==> src/rtl/forward_sel_unit_if.sv <==
// ID-stage instruction fields into the forwarding unit, registered mux selects and stall out.
// Latency: none, this is a bundle of wires; the master drives the ID fields and the unit drives the results.
interface forward_sel_unit_if #(
  parameter int REG_AW = 5,
  parameter int CNT_W  = 16
);
  logic              Flush;
  logic              IdValid;
  logic [REG_AW-1:0] IdRn;
  logic [REG_AW-1:0] IdRm;
  logic              IdUseRn;
  logic              IdUseRm;
  logic [REG_AW-1:0] IdRd;
  logic              IdRegWrite;
  logic              IdMemRead;
  logic [1:0]        SelA;
  logic [1:0]        SelB;
  logic              Stall;
  logic [CNT_W-1:0]  StallCount;

  modport master (
    output Flush, IdValid, IdRn, IdRm, IdUseRn, IdUseRm, IdRd, IdRegWrite, IdMemRead,
    input  SelA, SelB, Stall, StallCount
  );

  modport slave (
    input  Flush, IdValid, IdRn, IdRm, IdUseRn, IdUseRm, IdRd, IdRegWrite, IdMemRead,
    output SelA, SelB, Stall, StallCount
  );
endinterface

==> src/rtl/forward_sel_unit.sv <==
// Forwarding-select codes for the EX operand muxes plus load-use stall, tracking EX/MEM destinations.
// Latency: SelA/SelB registered, 1 cycle after ID inputs; Stall is combinational (0 cycles).
// Backpressure: Stall holds PC and IF/ID and injects a bubble into EX; Flush overrides Stall.
module forward_sel_unit #(
  parameter int REG_AW   = 5,
  parameter int ZERO_REG = 31,
  parameter int CNT_W    = 16
) (
  input logic               Clk,
  input logic               Rst,
  forward_sel_unit_if.slave bus
);
  localparam logic [REG_AW-1:0] ZR       = REG_AW'(ZERO_REG);
  localparam logic [1:0]        SEL_RF   = 2'd0;
  localparam logic [1:0]        SEL_EX   = 2'd1;
  localparam logic [1:0]        SEL_MEM  = 2'd2;
  localparam logic [1:0]        SEL_ZERO = 2'd3;

  logic              ex_v_q,   ex_v_d;
  logic              ex_rw_q,  ex_rw_d;
  logic              ex_ld_q,  ex_ld_d;
  logic [REG_AW-1:0] ex_rd_q,  ex_rd_d;
  logic              mem_v_q,  mem_v_d;
  logic              mem_rw_q, mem_rw_d;
  logic [REG_AW-1:0] mem_rd_q, mem_rd_d;
  logic [1:0]        sel_a_q,  sel_a_d;
  logic [1:0]        sel_b_q,  sel_b_d;
  logic [CNT_W-1:0]  cnt_q,    cnt_d;

  logic ex_prod;
  logic mem_prod;
  logic rn_hit_ex;
  logic rm_hit_ex;
  logic stall;
  logic advance;

  // The EX slot is checked first so the youngest producer wins when both slots match.
  function automatic logic [1:0] sel_code(
    input logic              use_src,
    input logic [REG_AW-1:0] src,
    input logic              ex_p,
    input logic [REG_AW-1:0] ex_rd,
    input logic              mem_p,
    input logic [REG_AW-1:0] mem_rd
  );
    if (!use_src) begin
      return SEL_RF;
    end
    if (src == ZR) begin
      return SEL_ZERO;
    end
    if (ex_p && (src == ex_rd)) begin
      return SEL_EX;
    end
    if (mem_p && (src == mem_rd)) begin
      return SEL_MEM;
    end
    return SEL_RF;
  endfunction

  always_comb begin
    ex_prod   = ex_v_q & ex_rw_q & (ex_rd_q != ZR);
    mem_prod  = mem_v_q & mem_rw_q & (mem_rd_q != ZR);
    rn_hit_ex = bus.IdUseRn & (bus.IdRn == ex_rd_q);
    rm_hit_ex = bus.IdUseRm & (bus.IdRm == ex_rd_q);
    stall     = bus.IdValid & ~bus.Flush & ex_ld_q & ex_prod & (rn_hit_ex | rm_hit_ex);
    advance   = bus.IdValid & ~stall & ~bus.Flush;
  end

  // MEM always takes the old EX slot, even on a flush; only EX and ID are killed.
  always_comb begin
    mem_v_d  = ex_v_q;
    mem_rw_d = ex_rw_q;
    mem_rd_d = ex_rd_q;
    ex_v_d   = 1'b0;
    ex_rw_d  = 1'b0;
    ex_ld_d  = 1'b0;
    ex_rd_d  = '0;
    sel_a_d  = SEL_RF;
    sel_b_d  = SEL_RF;
    cnt_d    = cnt_q;
    if (advance) begin
      ex_v_d  = 1'b1;
      ex_rw_d = bus.IdRegWrite;
      ex_ld_d = bus.IdMemRead;
      ex_rd_d = bus.IdRd;
      sel_a_d = sel_code(bus.IdUseRn, bus.IdRn, ex_prod, ex_rd_q, mem_prod, mem_rd_q);
      sel_b_d = sel_code(bus.IdUseRm, bus.IdRm, ex_prod, ex_rd_q, mem_prod, mem_rd_q);
    end
    if (stall && (cnt_q != {CNT_W{1'b1}})) begin
      cnt_d = cnt_q + CNT_W'(1);
    end
  end

  always_ff @(posedge Clk or negedge Rst) begin
    if (!Rst) begin
      ex_v_q   <= 1'b0;
      ex_rw_q  <= 1'b0;
      ex_ld_q  <= 1'b0;
      ex_rd_q  <= '0;
      mem_v_q  <= 1'b0;
      mem_rw_q <= 1'b0;
      mem_rd_q <= '0;
      sel_a_q  <= SEL_RF;
      sel_b_q  <= SEL_RF;
      cnt_q    <= '0;
    end else begin
      ex_v_q   <= ex_v_d;
      ex_rw_q  <= ex_rw_d;
      ex_ld_q  <= ex_ld_d;
      ex_rd_q  <= ex_rd_d;
      mem_v_q  <= mem_v_d;
      mem_rw_q <= mem_rw_d;
      mem_rd_q <= mem_rd_d;
      sel_a_q  <= sel_a_d;
      sel_b_q  <= sel_b_d;
      cnt_q    <= cnt_d;
    end
  end

  assign bus.SelA       = sel_a_q;
  assign bus.SelB       = sel_b_q;
  assign bus.Stall      = stall;
  assign bus.StallCount = cnt_q;
endmodule

==> src/flat_wrapper.sv <==
// flat-port wrapper written by rule: the top's interface ports become plain ports
module forward_sel_unit_flat 
#(
  parameter int REG_AW   = 5,
  parameter int ZERO_REG = 31,
  parameter int CNT_W    = 16
)
  (Clk, Rst, bus_Flush, bus_IdValid, bus_IdRn, bus_IdRm, bus_IdUseRn, bus_IdUseRm, bus_IdRd, bus_IdRegWrite, bus_IdMemRead, bus_SelA, bus_SelB, bus_Stall, bus_StallCount);
  forward_sel_unit_if #(.REG_AW(REG_AW), .CNT_W(CNT_W)) bus_i ();
  input logic Clk;
  input logic Rst;
  input wire logic [$bits(bus_i.Flush)-1:0] bus_Flush;
  input wire logic [$bits(bus_i.IdValid)-1:0] bus_IdValid;
  input wire logic [$bits(bus_i.IdRn)-1:0] bus_IdRn;
  input wire logic [$bits(bus_i.IdRm)-1:0] bus_IdRm;
  input wire logic [$bits(bus_i.IdUseRn)-1:0] bus_IdUseRn;
  input wire logic [$bits(bus_i.IdUseRm)-1:0] bus_IdUseRm;
  input wire logic [$bits(bus_i.IdRd)-1:0] bus_IdRd;
  input wire logic [$bits(bus_i.IdRegWrite)-1:0] bus_IdRegWrite;
  input wire logic [$bits(bus_i.IdMemRead)-1:0] bus_IdMemRead;
  output wire logic [$bits(bus_i.SelA)-1:0] bus_SelA;
  output wire logic [$bits(bus_i.SelB)-1:0] bus_SelB;
  output wire logic [$bits(bus_i.Stall)-1:0] bus_Stall;
  output wire logic [$bits(bus_i.StallCount)-1:0] bus_StallCount;
  assign bus_i.Flush = bus_Flush;
  assign bus_i.IdValid = bus_IdValid;
  assign bus_i.IdRn = bus_IdRn;
  assign bus_i.IdRm = bus_IdRm;
  assign bus_i.IdUseRn = bus_IdUseRn;
  assign bus_i.IdUseRm = bus_IdUseRm;
  assign bus_i.IdRd = bus_IdRd;
  assign bus_i.IdRegWrite = bus_IdRegWrite;
  assign bus_i.IdMemRead = bus_IdMemRead;
  assign bus_SelA = bus_i.SelA;
  assign bus_SelB = bus_i.SelB;
  assign bus_Stall = bus_i.Stall;
  assign bus_StallCount = bus_i.StallCount;
  forward_sel_unit #(.REG_AW(REG_AW), .ZERO_REG(ZERO_REG), .CNT_W(CNT_W)) u_core (.Clk(Clk), .Rst(Rst), .bus(bus_i));
endmodule
==> config.mk <==
export PLATFORM = sky130hd
export DESIGN_NAME = forward_sel_unit_flat
export DESIGN_NICKNAME = d
export VERILOG_FILES = /design/src/rtl/forward_sel_unit_if.sv /design/src/rtl/forward_sel_unit.sv /design/src/flat_wrapper.sv
export SDC_FILE = /design/constraint.sdc
export NUM_CORES = 1
export LEC_CHECK = 0
export ABC_AREA = 1
export ABC_CLOCK_PERIOD_IN_PS = 1700
export BUFFER_PORTS_ARGS = -buffer_cell sky130_fd_sc_hd__buf_4
export CAP_MARGIN = 20
export CORE_ASPECT_RATIO = 1.75
export CORE_MARGIN = 4
export CORE_UTILIZATION = 45
export DETAILED_ROUTE_END_ITERATION = 10
export HOLD_SLACK_MARGIN = 0.1
export PLACE_DENSITY = 0.71
export SYNTH_ARGS = -nofsm -noshare
export SYNTH_HDL_FRONTEND = slang
export SYNTH_SLANG_ARGS = --single-unit
==> constraint.sdc <==
create_clock -name Clk -period 1.7 [get_ports Clk]
set_input_delay 0.34 -clock Clk [delete_from_list [all_inputs] [get_ports Clk]]
set_output_delay 0.34 -clock Clk [all_outputs]
set_load 0.05 [all_outputs]
### After elaboration in Yosys (flattened, before gate mapping)

Index checks and enable logic that the tools add are counted.

| cells by class | value |
|---|---|
| reductions and logical operators | 5 |
| equality and inequality tests | 9 |
| bitwise gates (word level) | 15 |
| add/subtract/negate cells | 1 |
| mux-type cells | 50 |

Operators by type and width:

| cell | count |
|---|---|
| 2-to-1 mux 2 bit | 18 |
| 2-to-1 mux 1 bit | 31 |
| == test 5 bit | 4 |
| adder 16 x 1 -> 16 bit (second input constant) | 1 |
| inequality test 16 bit (second input constant) | 1 |
| bitwise AND 1 bit | 12 |
| == test 5 bit (second input constant) | 2 |
| inequality test 5 bit (second input constant) | 2 |
| logical AND 1 bit | 5 |
| 2-to-1 mux 5 bit | 1 |
| NOT 1 bit | 2 |
| OR 1 bit | 1 |

| word-level totals | value |
|---|---|
| flip-flop bits (word level) | 35 |
| word-level logic and storage cells | 90 |
| input port bits | 23 |

### Logic depth before layout (Yosys ltp)

| depth | value |
|---|---|
| word-level depth | 23 |
| mapped depth | 11 |
| depth with buffers taken out | 9 |

### Least setup slack after synthesis

No wires, ideal clock.

| timing path | value |
|---|---|
| path kind | register -> register |
| from | register u_core.cnt_q[0] (netlist: u_core.bus.StallCount[0]) |
| to | register u_core.cnt_q[14] (netlist: u_core.bus.StallCount[14]) |
| slack | -192 ps |
| setup time | 120 ps |
| path buffers | 0 |
| clock period less this slack | 1892 ps |
| arrival time | 1772 ps |
| stages on the path, launching flop included | 9 |
| path through | dfrtp_1 -> ha_1 -> nand3_1 -> nor2_1 -> nand3_1 -> nor3_1 -> nand3_1 -> nand2_1 -> nand2_1 |

| on the way | value |
|---|---|
| word-level cells in the longest chain between the ends | 2 |
| elaborated cells on any way between the ends | 3 |
| those cells by class | add/sub: 1; eq/ne: 1; reduce/logical: 1 |

RTL lines:

| what | RTL line | RTL |
|---|---|---|
| from (decl) | forward_sel_unit.sv:28 | `logic [CNT_W-1:0] cnt_q, cnt_d;` |
| from (signal assigned) | forward_sel_unit.sv:117 | `cnt_q <= cnt_d;` |
| branches (longest 2 deep; another with adder 16 x 1 -> 16 bit) | -- |  |

Several ways; the timed one is not identified.
A chain may end at the register's enable or synchronous reset.

### Worst setup path in the final report

| timing path | value |
|---|---|
| from | register u_core.ex_rd_q[4] |
| to | output port bus_Stall |

| on the way | value |
|---|---|
| word-level cells in the longest chain between the ends | 4 |
| elaborated cells on any way between the ends | 9 |
| those cells by class | eq/ne: 3; bitwise: 6 |

RTL lines:

| what | RTL line | RTL |
|---|---|---|
| from (decl) | forward_sel_unit.sv:22 | `logic [REG_AW-1:0] ex_rd_q, ex_rd_d;` |
| from (signal assigned) | forward_sel_unit.sv:111 | `ex_rd_q <= ex_rd_d;` |
| inequality test 5 bit, or another cell as far along | forward_sel_unit.sv:62 | `ex_prod = ex_v_q & ex_rw_q & (ex_rd_q != ZR);` |
| bitwise AND 1 bit, on equally long branches | forward_sel_unit.sv:62, forward_sel_unit.sv:64, forward_sel_unit.sv:65 |  |
| bitwise AND 1 bit / OR 1 bit (equally long branches) | forward_sel_unit.sv:66 | `stall = bus.IdValid & ~bus.Flush & ex_ld_q & ex_prod & (rn_hit_ex \| rm_hit_ex);` |
| bitwise AND 1 bit (*) | forward_sel_unit.sv:66 |  |
| to (decl) | flat_wrapper.sv:23 | `output wire logic [$bits(bus_i.Stall)-1:0] bus_Stall;` |

Mark *: on every way between the ends. The rest lies on a longest branch, timed or not.

==> results.json <==
{
  "yosysSeqAreaShare": 0.427,
  "power.switching_w": 0.000399,
  "drc_errors": 0,
  "wl_per_cell_um": 12.8,
  "tritoncts": "done",
  "endpoint_kind": "primary output",
  "track_usage": 0.190,
  "holdPathStages": 3,
  "p_clk_frac": 0.394,
  "grt_pass1_vias": 2014,
  "synth_seq_cells": 35,
  "worstSkewPairLatency_ps": 290,
  "hp-class": "in -> reg",
  "path_max_fanout": 4,
  "grt-ovfl-total": 0,
  "ys_types": 18,
  "place.gp.congestion": 0.883,
  "vias_per_cell": 5.05,
  "fin_crit_ps": 1820,
  "place_hpwl_mm": 3.71,
  "cts_max_path_buffers": 2,
  "maxSlewHeadroom": 0.702,
  "holdWs_ps": 270,
  "syn_avg_cell_area_um2": 7.46,
  "drv_slew": 0,
  "cts_made_buffers": 5,
  "core_um2": 4400,
  "final-hold-violation-count": 0,
  "routed_wirelength_mm": 4.90,
  "cellPowerDensity_nw_per_um2": 647,
  "switching_share": 0.236,
  "fin_worst_skew_ps": 8.41,
  "setup_viol": 1,
  "syn-cell-area_um2": 2050,
  "cap_violations": 0,
  "cp-start-kind": "register",
  "dieArea_um2": 5740,
  "drive_gt1_frac": 0.245,
  "vdd.ir_drop.worst_mv": 0.564,
  "initial_core_util": 0.466,
  "critPathRequiredTime_ps": 1360,
  "multi_input_area_um2": 1010,
  "violations": "negative setup slack",
  "die_w_um": 59.0,
  "power.leakage_nw": 1.37,
  "yosys_warnings": 0,
  "fp-row-count": 32,
  "p_total_w": 0.00169,
  "finalCritPeriodShare": 1.07,
  "synthCells": 275,
  "crit_type": "reg -> out",
  "power_frac_comb": 0.097,
  "synth_nets": 299,
  "setup_slack_ps": -121,
  "n_antenna_cell": 0,
  "worst_pin_slew_ps": 446,
  "cts_num_sinks": 35,
  "root_buffer": "clkbuf_8",
  "grt_pass1_wl_mm": 8.59,
  "io_pins": 44,
  "grt_max_degree": 36,
  "syn_to_final_growth_pct": 27.6,
  "register_area_um2": 881,
  "internal-power_w": 0.00129,
  "fin_nets": 354,
  "rsz0062_at_grt": "yes",
  "place_ws_ps": 0.736,
  "ant_nets": 0,
  "drtPass1Iterations": 4,
  "max_freq_mhz": 549,
  "antenna_found_initial": 0,
  "fp.dieH_um": 97.3,
  "reg2regPathDepth": 11,
  "num-fill-cells": 440,
  "cts.htree.levels": 2,
  "drt_iter0_drc": 75,
  "seq_power_share": 0.509,
  "status": "complete, but fails checks",
  "vias": 1931,
  "arrival_ps": 1480,
  "cts.clk_slew.worst_paths_ps": 70,
  "io_buffers": 43
}
## synth_stat cells
cell type   n  area, um2
ha_1        1       12.5
nand4_1    22        138
o21ai_0     3       15.0
nand3_1    16       80.1
and3_4      1       11.3
xnor2_1    20        175
dfrtp_1    35        876
buf_4       1       7.51
nor2_1     36        135
buf_2       1       5.00
inv_1      32        120
nand2_1    94        353
nand2_2     1       6.26
nand2_4     2       22.5
nor3_1      2       10.0
nand3_2     1       10.0
xor2_1      2       17.5
buf_6       5       56.3
## placed cells by master, fill, tap and decap left out, drive strengths merged
cell type and n:
and3 1, xor2 2, dlygate4sd3 1, nor2 36, dfrtp 35, nand3 17, nor3 2, buf 54
nand2 97, xnor2 20, ha 1, clkbuf 8, nand4 22, o21ai 3, inv 32
## cell families (layout without fill, tap and decap cells)
| group | Yosys count | count (layout) | synth area share |
|---|---|---|---|
| fa+ha+maj | 1 | 1 | 0.00610 |
| buf+inv | 39 | 95 | 0.0921 |
| flops | 35 | 35 | 0.427 |
| xor+xnor | 22 | 22 | 0.0940 |
| compound gates | 3 | 3 | 0.00732 |
| simple gates | 175 | 175 | 0.373 |
## final timing paths
| kind | start | to | slack [ps] |
|---|---|---|---|
| setup / recovery | u_core.ex_rd_q[4] | bus_Stall | -120 |
| hold / removal | bus_IdRd[4] | u_core.ex_rd_q[4] | 270 |
| setup reg to reg | u_core.ex_rd_q[0] | u_core.bus.StallCount[2] | 160 |
| hold reg to reg | u_core.ex_v_q | u_core.mem_v_q | 380 |
| max in group asynchronous | Rst | u_core.bus.StallCount[1] | 820 |
| min in group asynchronous | Rst | u_core.bus.StallCount[13] | 540 |
## cell type report
class                   count  share of cell area
multi-input cells         201               0.387
flip-flops and latches     35               0.337
repair buffers             55               0.168
inverters                  32              0.0459
clock buffers               8              0.0382
well taps                  51              0.0244
## flip-flops by register name, indices dropped and copies added, names as in the netlist
| signal | count |
|---|---|
| u_core.bus.SelA | 2 |
| u_core.bus.SelB | 2 |
| u_core.bus.StallCount | 16 |
| u_core.ex_ld_q | 1 |
| u_core.ex_rd_q | 5 |
| u_core.ex_rw_q | 1 |
| u_core.ex_v_q | 1 |
| u_core.mem_rd_q | 5 |
| u_core.mem_rw_q | 1 |
| u_core.mem_v_q | 1 |
## critical path, cell delays in order, from the launching register on
cell     delay [ps]
dfrtp_1         430
nand3_1         100
nor2_1           60
nor2_1          120
and3_4          230
nand2_4          50
inv_2            50
buf_8           130
## power by group through the flow
stage	registers [W]	clock network, W	logic [W]
finish	0.000861	0.000667	0.000164
global route	0.000862	0.000720	0.000186
CTS	0.000860	0.000688	0.000162
detailed placement	0.000876	0	0.000154
global placement	0.000875	0	0.000152
floorplan	0.000875	0	0.0000735
## metal layers
layer	routed length (um)	part of all wire	track usage
met1	1700	0.35	0.196
met4	110	0.022	0.0803
met2	2840	0.58	0.354
met3	247	0.050	0.0332
met5	0	0	0
## through the flow
stage                     area, um2   util  TNS, ps  instances
after floorplan                2060      -        0        275
after global placement         2450  0.555        0        370
after detailed placement       2450  0.555        0        370
after CTS                      2590  0.589     -170        382
after global routing           2620  0.594     -322        382
final                          2620  0.594     -121        382
## repair_timing
| action | 4_1_cts | 5_1_grt |
|---|---|---|
| buffers inserted | 3 | 0 |
| resized for setup | 6 | 9 |
| cloned | 0 | 0 |
| pin swaps | 5 | 5 |
| hold buffers | 1 | 0 |
| endpoints found under the setup margin | 1 | 17 |
| endpoints found under the hold margin | 35 | 0 |
No activity file was read; power rests on OpenSTA's default activity.
